===== src/rtl/cpu_fetch_unit_pkg.sv =====
// Shared sizing helpers for the fetch front-end and its FIFOs.
package cpu_fetch_unit_pkg;

    function automatic int cnt_bits(input int n);
        return $clog2(n + 1);
    endfunction

    // One spare epoch bit beyond what the in-flight window needs.
    function automatic int epoch_bits(input int max_outstanding);
        return $clog2(max_outstanding) + 1;
    endfunction

    function automatic int wrap_inc(input int p, input int depth);
        return (p == depth - 1) ? 0 : p + 1;
    endfunction

endpackage


===== src/rtl/cpu_fetch_fifo.sv =====
// Show-ahead synchronous FIFO with flush; head is valid whenever count != 0.
module cpu_fetch_fifo
    import cpu_fetch_unit_pkg::*;
#(
    parameter type T     = logic [31:0],
    parameter int  DEPTH = 4
) (
    input  logic                       clk,
    input  logic                       rst_n,
    input  logic                       flush,
    input  logic                       push,
    input  T                           push_data,
    input  logic                       pop,
    output T                           head,
    output logic [$clog2(DEPTH+1)-1:0] count
);
    localparam int PW = (DEPTH > 1) ? $clog2(DEPTH) : 1;
    localparam int CW = cnt_bits(DEPTH);

    T              mem [DEPTH];
    logic [PW-1:0] rd_ptr;
    logic [PW-1:0] wr_ptr;
    logic          do_push;
    logic          do_pop;

    // A push into a full FIFO is allowed only when the head leaves in the same cycle.
    assign do_pop  = pop && (count != '0);
    assign do_push = push && ((count != CW'(DEPTH)) || do_pop);
    assign head    = mem[rd_ptr];

    always_ff @(posedge clk or negedge rst_n) begin
        if (!rst_n) begin
            rd_ptr <= '0;
            wr_ptr <= '0;
            count  <= '0;
        end else if (flush) begin
            rd_ptr <= '0;
            wr_ptr <= '0;
            count  <= '0;
        end else begin
            if (do_push) wr_ptr <= PW'(wrap_inc(int'(wr_ptr), DEPTH));
            if (do_pop)  rd_ptr <= PW'(wrap_inc(int'(rd_ptr), DEPTH));
            count <= count + CW'(do_push) - CW'(do_pop);
        end
    end

    always_ff @(posedge clk) begin
        if (do_push && !flush) mem[wr_ptr] <= push_data;
    end

endmodule


===== src/rtl/cpu_fetch_unit.sv =====
// Q1 fetch front-end: credit-limited pipelined imem requests, epoch-tagged redirects,
// show-ahead prefetch buffer presenting {pc, pc_incr, insn} to Q2.
module cpu_fetch_unit
    import cpu_fetch_unit_pkg::*;
#(
    parameter int              XLEN            = 32,
    parameter logic [XLEN-1:0] RESET_PC        = '0,
    parameter int              FIFO_DEPTH      = 4,
    parameter int              MAX_OUTSTANDING = 2
) (
    input  logic            i_clk,
    input  logic            i_rst_n,
    output logic            o_imem_req_valid,
    input  logic            i_imem_req_ready,
    output logic [XLEN-1:0] o_imem_req_addr,
    input  logic            i_imem_rsp_valid,
    input  logic [31:0]     i_imem_rsp_data,
    input  logic            i_redirect_jal,
    input  logic [XLEN-1:0] i_redirect_jal_pc,
    input  logic            i_redirect_br,
    input  logic [XLEN-1:0] i_redirect_br_pc,
    output logic            o_insn_valid,
    input  logic            i_insn_ready,
    output logic [31:0]     o_insn,
    output logic [XLEN-1:0] o_pc,
    output logic [XLEN-1:0] o_pc_incr,
    output logic            o_misaligned
);
    localparam int EPOCH_W = epoch_bits(MAX_OUTSTANDING);
    localparam int FCW     = cnt_bits(FIFO_DEPTH);
    localparam int TCW     = cnt_bits(MAX_OUTSTANDING);
    localparam int SW      = cnt_bits(FIFO_DEPTH + MAX_OUTSTANDING);

    typedef struct packed {
        logic [XLEN-1:0] pc;
        logic [XLEN-1:0] pc_incr;
        logic [31:0]     insn;
    } fetch_entry_t;

    typedef struct packed {
        logic [EPOCH_W-1:0] epoch;
        logic [XLEN-1:0]    pc;
    } fetch_tag_t;

    logic [XLEN-1:0]    fetch_pc;
    logic [EPOCH_W-1:0] epoch;
    logic               running;
    logic               misaligned;
    logic [FCW-1:0]     fifo_count;
    logic [TCW-1:0]     outstanding;
    logic [SW-1:0]      credit_used;
    logic [XLEN-1:0]    target;
    logic               redirect;
    logic               accept;
    logic               rsp_ok;
    logic               push;
    logic               pop;
    logic               insn_valid;
    fetch_entry_t       entry_in;
    fetch_entry_t       head;
    fetch_tag_t         tag_in;
    fetch_tag_t         tag_head;

    assign redirect = i_redirect_br | i_redirect_jal;
    assign target   = i_redirect_br ? i_redirect_br_pc : i_redirect_jal_pc;

    // Every accepted request already owns a prefetch slot, so responses never need back-pressure.
    assign credit_used      = SW'(fifo_count) + SW'(outstanding);
    assign o_imem_req_valid = running && (outstanding < TCW'(MAX_OUTSTANDING))
                              && (credit_used < SW'(FIFO_DEPTH));
    assign o_imem_req_addr  = fetch_pc;
    assign accept           = o_imem_req_valid & i_imem_req_ready;

    assign rsp_ok     = i_imem_rsp_valid && (outstanding != '0);
    assign push       = rsp_ok && (tag_head.epoch == epoch) && !redirect;
    assign insn_valid = (fifo_count != '0);
    assign pop        = insn_valid & i_insn_ready;

    always_comb begin
        tag_in           = '0;
        tag_in.epoch     = epoch;
        tag_in.pc        = fetch_pc;
        entry_in         = '0;
        entry_in.pc      = tag_head.pc;
        entry_in.pc_incr = tag_head.pc + XLEN'(4);
        entry_in.insn    = i_imem_rsp_data;
    end

    assign o_insn_valid = insn_valid;
    assign o_insn       = insn_valid ? head.insn    : '0;
    assign o_pc         = insn_valid ? head.pc      : '0;
    assign o_pc_incr    = insn_valid ? head.pc_incr : '0;
    assign o_misaligned = misaligned;

    always_ff @(posedge i_clk or negedge i_rst_n) begin
        if (!i_rst_n) begin
            fetch_pc   <= RESET_PC;
            epoch      <= '0;
            running    <= 1'b0;
            misaligned <= 1'b0;
        end else begin
            running    <= 1'b1;
            misaligned <= redirect && (target[1:0] != 2'b00);
            if (redirect) begin
                fetch_pc <= {target[XLEN-1:2], 2'b00};
                epoch    <= epoch + EPOCH_W'(1);
            end else if (accept) begin
                fetch_pc <= fetch_pc + XLEN'(4);
            end
        end
    end

    cpu_fetch_fifo #(.T(fetch_entry_t), .DEPTH(FIFO_DEPTH)) u_prefetch (
        .clk       (i_clk),
        .rst_n     (i_rst_n),
        .flush     (redirect),
        .push      (push),
        .push_data (entry_in),
        .pop       (pop),
        .head      (head),
        .count     (fifo_count)
    );

    // The tag queue occupancy is the in-flight request count; stale tags drain naturally.
    cpu_fetch_fifo #(.T(fetch_tag_t), .DEPTH(MAX_OUTSTANDING)) u_tags (
        .clk       (i_clk),
        .rst_n     (i_rst_n),
        .flush     (1'b0),
        .push      (accept),
        .push_data (tag_in),
        .pop       (rsp_ok),
        .head      (tag_head),
        .count     (outstanding)
    );

    a_rsp_needs_request: assert property (@(posedge i_clk) disable iff (!i_rst_n)
        i_imem_rsp_valid |-> (outstanding != '0));

endmodule


===== config.mk =====
export PLATFORM = sky130hd
export DESIGN_NAME = cpu_fetch_unit
export DESIGN_NICKNAME = d
export VERILOG_FILES = /design/src/rtl/cpu_fetch_unit_pkg.sv /design/src/rtl/cpu_fetch_fifo.sv /design/src/rtl/cpu_fetch_unit.sv
export SDC_FILE = /design/constraint.sdc
export NUM_CORES = 1
export LEC_CHECK = 0
export ABC_AREA = 1
export ABC_CLOCK_PERIOD_IN_PS = 6600
export BUFFER_PORTS_ARGS = -buffer_cell sky130_fd_sc_hd__buf_4
export CORE_ASPECT_RATIO = 0.9
export CORE_UTILIZATION = 45
export DETAILED_ROUTE_END_ITERATION = 10
export SETUP_SLACK_MARGIN = 0.4
export SLEW_MARGIN = 40
export SYNTH_ARGS = -nofsm -noshare
export SYNTH_HDL_FRONTEND = slang
export SYNTH_SLANG_ARGS = --single-unit

===== constraint.sdc =====
create_clock -name i_clk -period 6.6 [get_ports i_clk]
set_input_delay 0.33 -clock i_clk [delete_from_list [all_inputs] [get_ports i_clk]]
set_output_delay 0.33 -clock i_clk [all_outputs]
set_load 0.02 [all_outputs]

# Word-level counts from Yosys, hierarchy flattened
# Memory sizes are Yosys's and may differ from the RTL's.
# Index checks and enable logic that the tools add are counted.
# op_classes
mux,19
n_addsub,12
reduce_logical,20
n_eq_ne,5
bitwise,3
magnitude_cmp,2
# op_table
operator,count
$mux 32,6
$add 32x3->32 const B,2
$mux 2,6
$logic_and 1x1->1,11
$reduce_bool 2->1,5
$add 2x1->2 const B,3
$mux 1,6
$eq 2x1->1 const B,2
$add 3x1->3,1
$add 3x2->3,1
$lt 3x3->1 const B,1
$mux 3,1
$ne 3x3->1 const B,1
$reduce_bool 3->1,1
$sub 3x1->3,1
$add 1x1->1 const B,2
$add 2x1->2,1
$and 1x1->1,2
$eq 2x2->1,1
$logic_or 1x1->1,2
$lt 2x2->1 const B,1
$ne 2x2->1 const B,1
$sub 2x1->2,1
$logic_not 1->1,1
$or 1x1->1,1
# totals
input_bits,103
regBits,47
mem_count,2
word_cells,73
out_inout_bits,131
ramBits,452
# mem_list
name,words,width,read_ports,rd_clocked_by_memory_dff,wr,line_no,text
u_prefetch.mem,4,96,1,0,1,cpu_fetch_fifo.sv:20,T mem [DEPTH];
u_tags.mem,2,34,1,0,1,cpu_fetch_fifo.sv:20,

# Depth between registers and ports, before layout
# logic_depth
word_depth,8
mapped_depth,15
mapped_depth_nobuf,13

# Hierarchy
# From an unflattened synthesis, not the netlist that was laid out.
# hier_totals
cells_unflattened,2019
area_unflattened_um2,21862.2
# by_module_without_submodules
module,instances,area_each_um2,cells_per_inst,seq_area_each_um2
cpu_fetch_fifo (u_prefetch),1,14692.8,990,11706.2
cpu_fetch_unit,1,4385.5,815,850.8
cpu_fetch_fifo (u_tags),1,2783.9,214,2142.1

# Worst setup path after synthesis
# No wires, ideal clock.
# synth_timing
path_type,reg2reg
from,register u_tags.rd_ptr
to,"memory u_prefetch.mem[0][0] in the netlist's numbering, enable pin"
path_stages_with_launch,9
arrival_ps,5067
period_less_slack_ps,5610
setup_ps,544
n_path_buf,3
setup_slack_ps,990
required_ps,6056
cell_sequence,dfrtp_1 -> buf_6 -> buf_4 -> buf_6 -> o211ai_1 -> nand2_1 -> nor2_1 -> nand2_1 -> nor2_1
# synth_via
elab_chain_len,8
# synth_rtl
item,line_no,text
start: declaration,cpu_fetch_fifo.sv:21,logic [PW-1:0] rd_ptr;
start signal: assignment,cpu_fetch_fifo.sv:42,"if (do_pop) rd_ptr <= PW'(wrap_inc(int'(rd_ptr), DEPTH));"
$mem_v2 2x34,n/a,
$eq 2x2->1,cpu_fetch_unit.sv:75,assign push = rsp_ok && (tag_head.epoch == epoch) && !redirect;
$logic_and 1x1->1 (2 in a row),cpu_fetch_unit.sv:75,
$logic_and 1x1->1,cpu_fetch_fifo.sv:28,assign do_push = push && ((count != CW'(DEPTH)) || do_pop);
$logic_and 1x1->1,cpu_fetch_fifo.sv:48,if (do_push && !flush) mem[wr_ptr] <= push_data;
$mux 1,cpu_fetch_fifo.sv:48,
$mux 1 (not written as such),cpu_fetch_fifo.sv:48,
end: declaration,cpu_fetch_fifo.sv:20,
# Every way passes these cells.

# Final worst setup path
# layout_timing
from,register u_prefetch.rd_ptr[0]
to,output o_pc[7]
# layout_via
elab_chain_len,2
# layout_rtl
item,line_no,text
start: declaration,cpu_fetch_fifo.sv:21,
start signal: assignment,cpu_fetch_fifo.sv:42,
$mem_v2 4x96,n/a,
$mux 32,cpu_fetch_unit.sv:91,assign o_pc = insn_valid ? head.pc : '0;
end: declaration,cpu_fetch_unit.sv:25,"output logic [XLEN-1:0] o_pc,"
# Every way passes these cells.

==> results.tsv <==
metric	value	unit
die height	206.8	um
Cell variety after synth	46	
grt total ovfl	0	
TritonCTS Buffers	49	
final setup vio count	0	
post-route clock period utilization	58.21	%
Clock transition at path regs	0.06	ns
Seq cells post-synth	477	
critical path class	reg2out	
share of layout cells above drive strength 1	16.81	%
Worst Setup End Kind	output port	
ys async rst share	9.434	%
Slew Limit Fails	0	
EDFF count, synth	432	
crit path max fanout	96	
Final Total Pwr	7966	uW
clk buf depth	3	
PwrDens	317.1	nW/um^2
final instance area	25120	sq um
global-route wire length before repair	79.82	mm
die width	229.6	um
initial core utilization	45.95	%
final-stage net count	2327	
YS warnings	0	
final antenna-violating net count	0	
Hold Buf Count CTS	35	
wirelength, routed	50.98	mm
part of the Yosys area used for sequential elements	67.22	%
Worst setup SP type	flip-flop	
area grow syn2layout	19.76	%
Final TNS setup	0	ns
Die Area	47480	sq um
pre-CTS setup slack	3.098	ns
ANT cells	0	
Slew headroom	48.45	%
crit path time final	3.842	ns
detailed-route via count	14826	
gr usage total	21.59	%
max-cap violations	0	
dpl hpwl	31.40	mm
Mapped Avg Cell Area	10.63	sq um
Max Fclk	260.3	MHz
number of DRC markers in iteration 0	1130	
wire length per cell	17.84	um
CTS tree	built	
top_reg_cell synth	edfxtp_1	
Leakage Power	0.009495	uW
# clock sinks	477	
buffers added on ports	227	
core area	45650	sq um
Worst-Margin Slew	0.7733	ns
VDD IR-drop max	0.2030	mV
placed cell area	23240	sq um
Final GP Congestion	0.8417	
status	completed	
Synth Instances	1973	
RSZ-0062 raised after global routing	false	
HP Class	in2reg	
min setup slack post-route	2.758	ns
vias in the first global route	14131	
initial antenna violation count	0	
Resize count post-CTS	0	
Hold Fails Final Rpt	0	
clk_skew	0.01075	ns
worst skew pair latency	0.57	ns
critical path arrival	3.51	ns
number of post-CTS setup repair buffers	0	
Post-Syn Area	20980	sq um
largest net degree at the start of global routing	128	
# rows	74	
Req. time, crit path	6.27	ns
Vias/cell	5.189	
DR pass1 iterations	6	
I/O Pins	234	
htree depth	2	
root buffer cell	clkbuf_16	
DRC errors left	0	
==> state kept, by name (all words and copies together), names as in the netlist <==
| signal | cells |
|---|---|
| u_tags.wr_ptr | 1 |
| u_tags.mem | 64 |
| u_tags.rd_ptr | 1 |
| u_prefetch.wr_ptr | 2 |
| epoch | 2 |
| u_prefetch.count | 3 |
| u_prefetch.rd_ptr | 2 |
| o_misaligned | 1 |
| o_imem_req_addr | 30 |
| u_prefetch.mem | 368 |
| u_tags.count | 2 |
| running | 1 |
==> layer usage <==
layer,vias to the layer above,track usage [%],wire length [um]
met5,-,0,0
met4,0,5.238,753
met3,58,2.761,2755
met2,446,35.41,23960
met1,7077,30.72,23510
li1,7245,-,-
==> power by group <==
| part | total, uW | leakage (uW) | switching, uW | internal (uW) |
|---|---|---|---|---|
| logic | 1520 | 0.00430 | 1090 | 428 |
| registers | 3780 | 0.00444 | 112 | 3670 |
| clock network | 2670 | 0.000754 | 1110 | 1560 |
==> area by class of cell <==
cell class	count	area [sq um]
Clock buffer	60	1267
Clock inverter	29	262.8
Fill cell	3912	20530
Inverter	94	365.4
Multi-Input combinational cell	1305	6088
Sequential cell	477	14110
Tap cell	608	760.7
Timing Repair Buffer	284	2270
==> placed cells by master, fill, tap and decap left out, drive strengths merged, types with 3 or more instances in the layout <==
cell	Yosys	routed
nor2	498	498
edfxtp	432	432
nand2	288	288
buf	50	249
o21ai	241	241
a21oi	122	122
inv	93	95
clkbuf	52	60
nand3	47	47
dfrtp	45	45
dlygate4sd3	0	35
clkinv	1	23
xor2	17	17
a22o	14	14
a22oi	13	13
ha	12	12
nand4	8	8
conb	2	7
nand3b	6	6
xnor2	5	5
bufinv	0	5
nor3	5	5
or2	4	4
and2	3	3
o22ai	3	3
==> path summary, 6_finish.rpt <==
| path | depth (start not counted) | startpoint | endpoint | slack (ns) |
|---|---|---|---|---|
| max in group asynchronous | 2 | i_rst_n | u_prefetch.rd_ptr[1]$_DFFE_PN0P_ | 5.80 |
| min in group asynchronous | 2 | i_rst_n | running$_DFF_PN0_ | 0.32 |
| setup / recovery | 7 | u_prefetch.rd_ptr[0]$_DFFE_PN0P_ | o_pc[7] | 2.76 |
| hold / removal | 3 | i_redirect_jal_pc[1] | o_misaligned$_DFF_PN0_ | 0.04 |
| setup reg to reg | 8 | u_tags.rd_ptr$_DFFE_PN0P_ | u_prefetch.mem[2][84]$_DFFE_PP_ | 3.30 |
| hold reg to reg | 0 | epoch[1]$_DFFE_PN0N_ | u_tags.mem[1][33]$_DFFE_PP_ | 0.51 |
==> cell usage after synthesis (7+ instances only) <==
master	number	share of area, %
nor2_1	486	8.7
edfxtp_1	432	62
nand2_1	278	5.0
o21ai_0	219	5.2
a21oi_1	122	2.9
inv_1	89	1.6
clkbuf_1	52	0.93
nand3_1	46	1.1
dfrtp_1	45	5.4
buf_2	23	0.55
o21ai_2	19	0.79
xor2_1	17	0.71
a22o_1	14	0.58
a22oi_1	13	0.47
buf_1	12	0.21
ha_1	12	0.72
nand2_2	10	0.30
buf_4	9	0.32
nor2_2	9	0.27
nand4_1	7	0.21
==> critical path, cell delays in order, from the launching register on <==
cell     delay [ns]
dfrtp_4        0.73
buf_4          0.60
buf_6          0.64
nor2_1         0.11
nor2_1         0.11
o21ai_0        0.09
a21oi_1        0.33
buf_4          0.21
==> metrics by stage <==
step                utilization [%]  hold slack [ns]  cells
floorplan                         -          0.03441   1978
CTS                           55.03          0.02696   2857
finish                        55.03          0.04213   2857
global route                  55.03          0.07112   2857
global placement              50.74           0.3941   2730
detailed placement            50.91           0.3984   2733
==> cells by family (layout without fill, tap and decap cells) <==
group / Yosys count / after routing / share of synthesized area (%)
adders and majority gates: 13 / 13 / 0.8112
xor gates and xnor gates: 22 / 22 / 0.9186
and+or+nand+nor: 862 / 862 / 16.51
other: 2 / 7 / 0.03580
buffers and inverters: 196 / 467 / 4.086
AOI/OAI and AO/OA: 401 / 401 / 10.43
DFF: 477 / 477 / 67.22
Note: power is estimated with default switching activity, not from simulation.
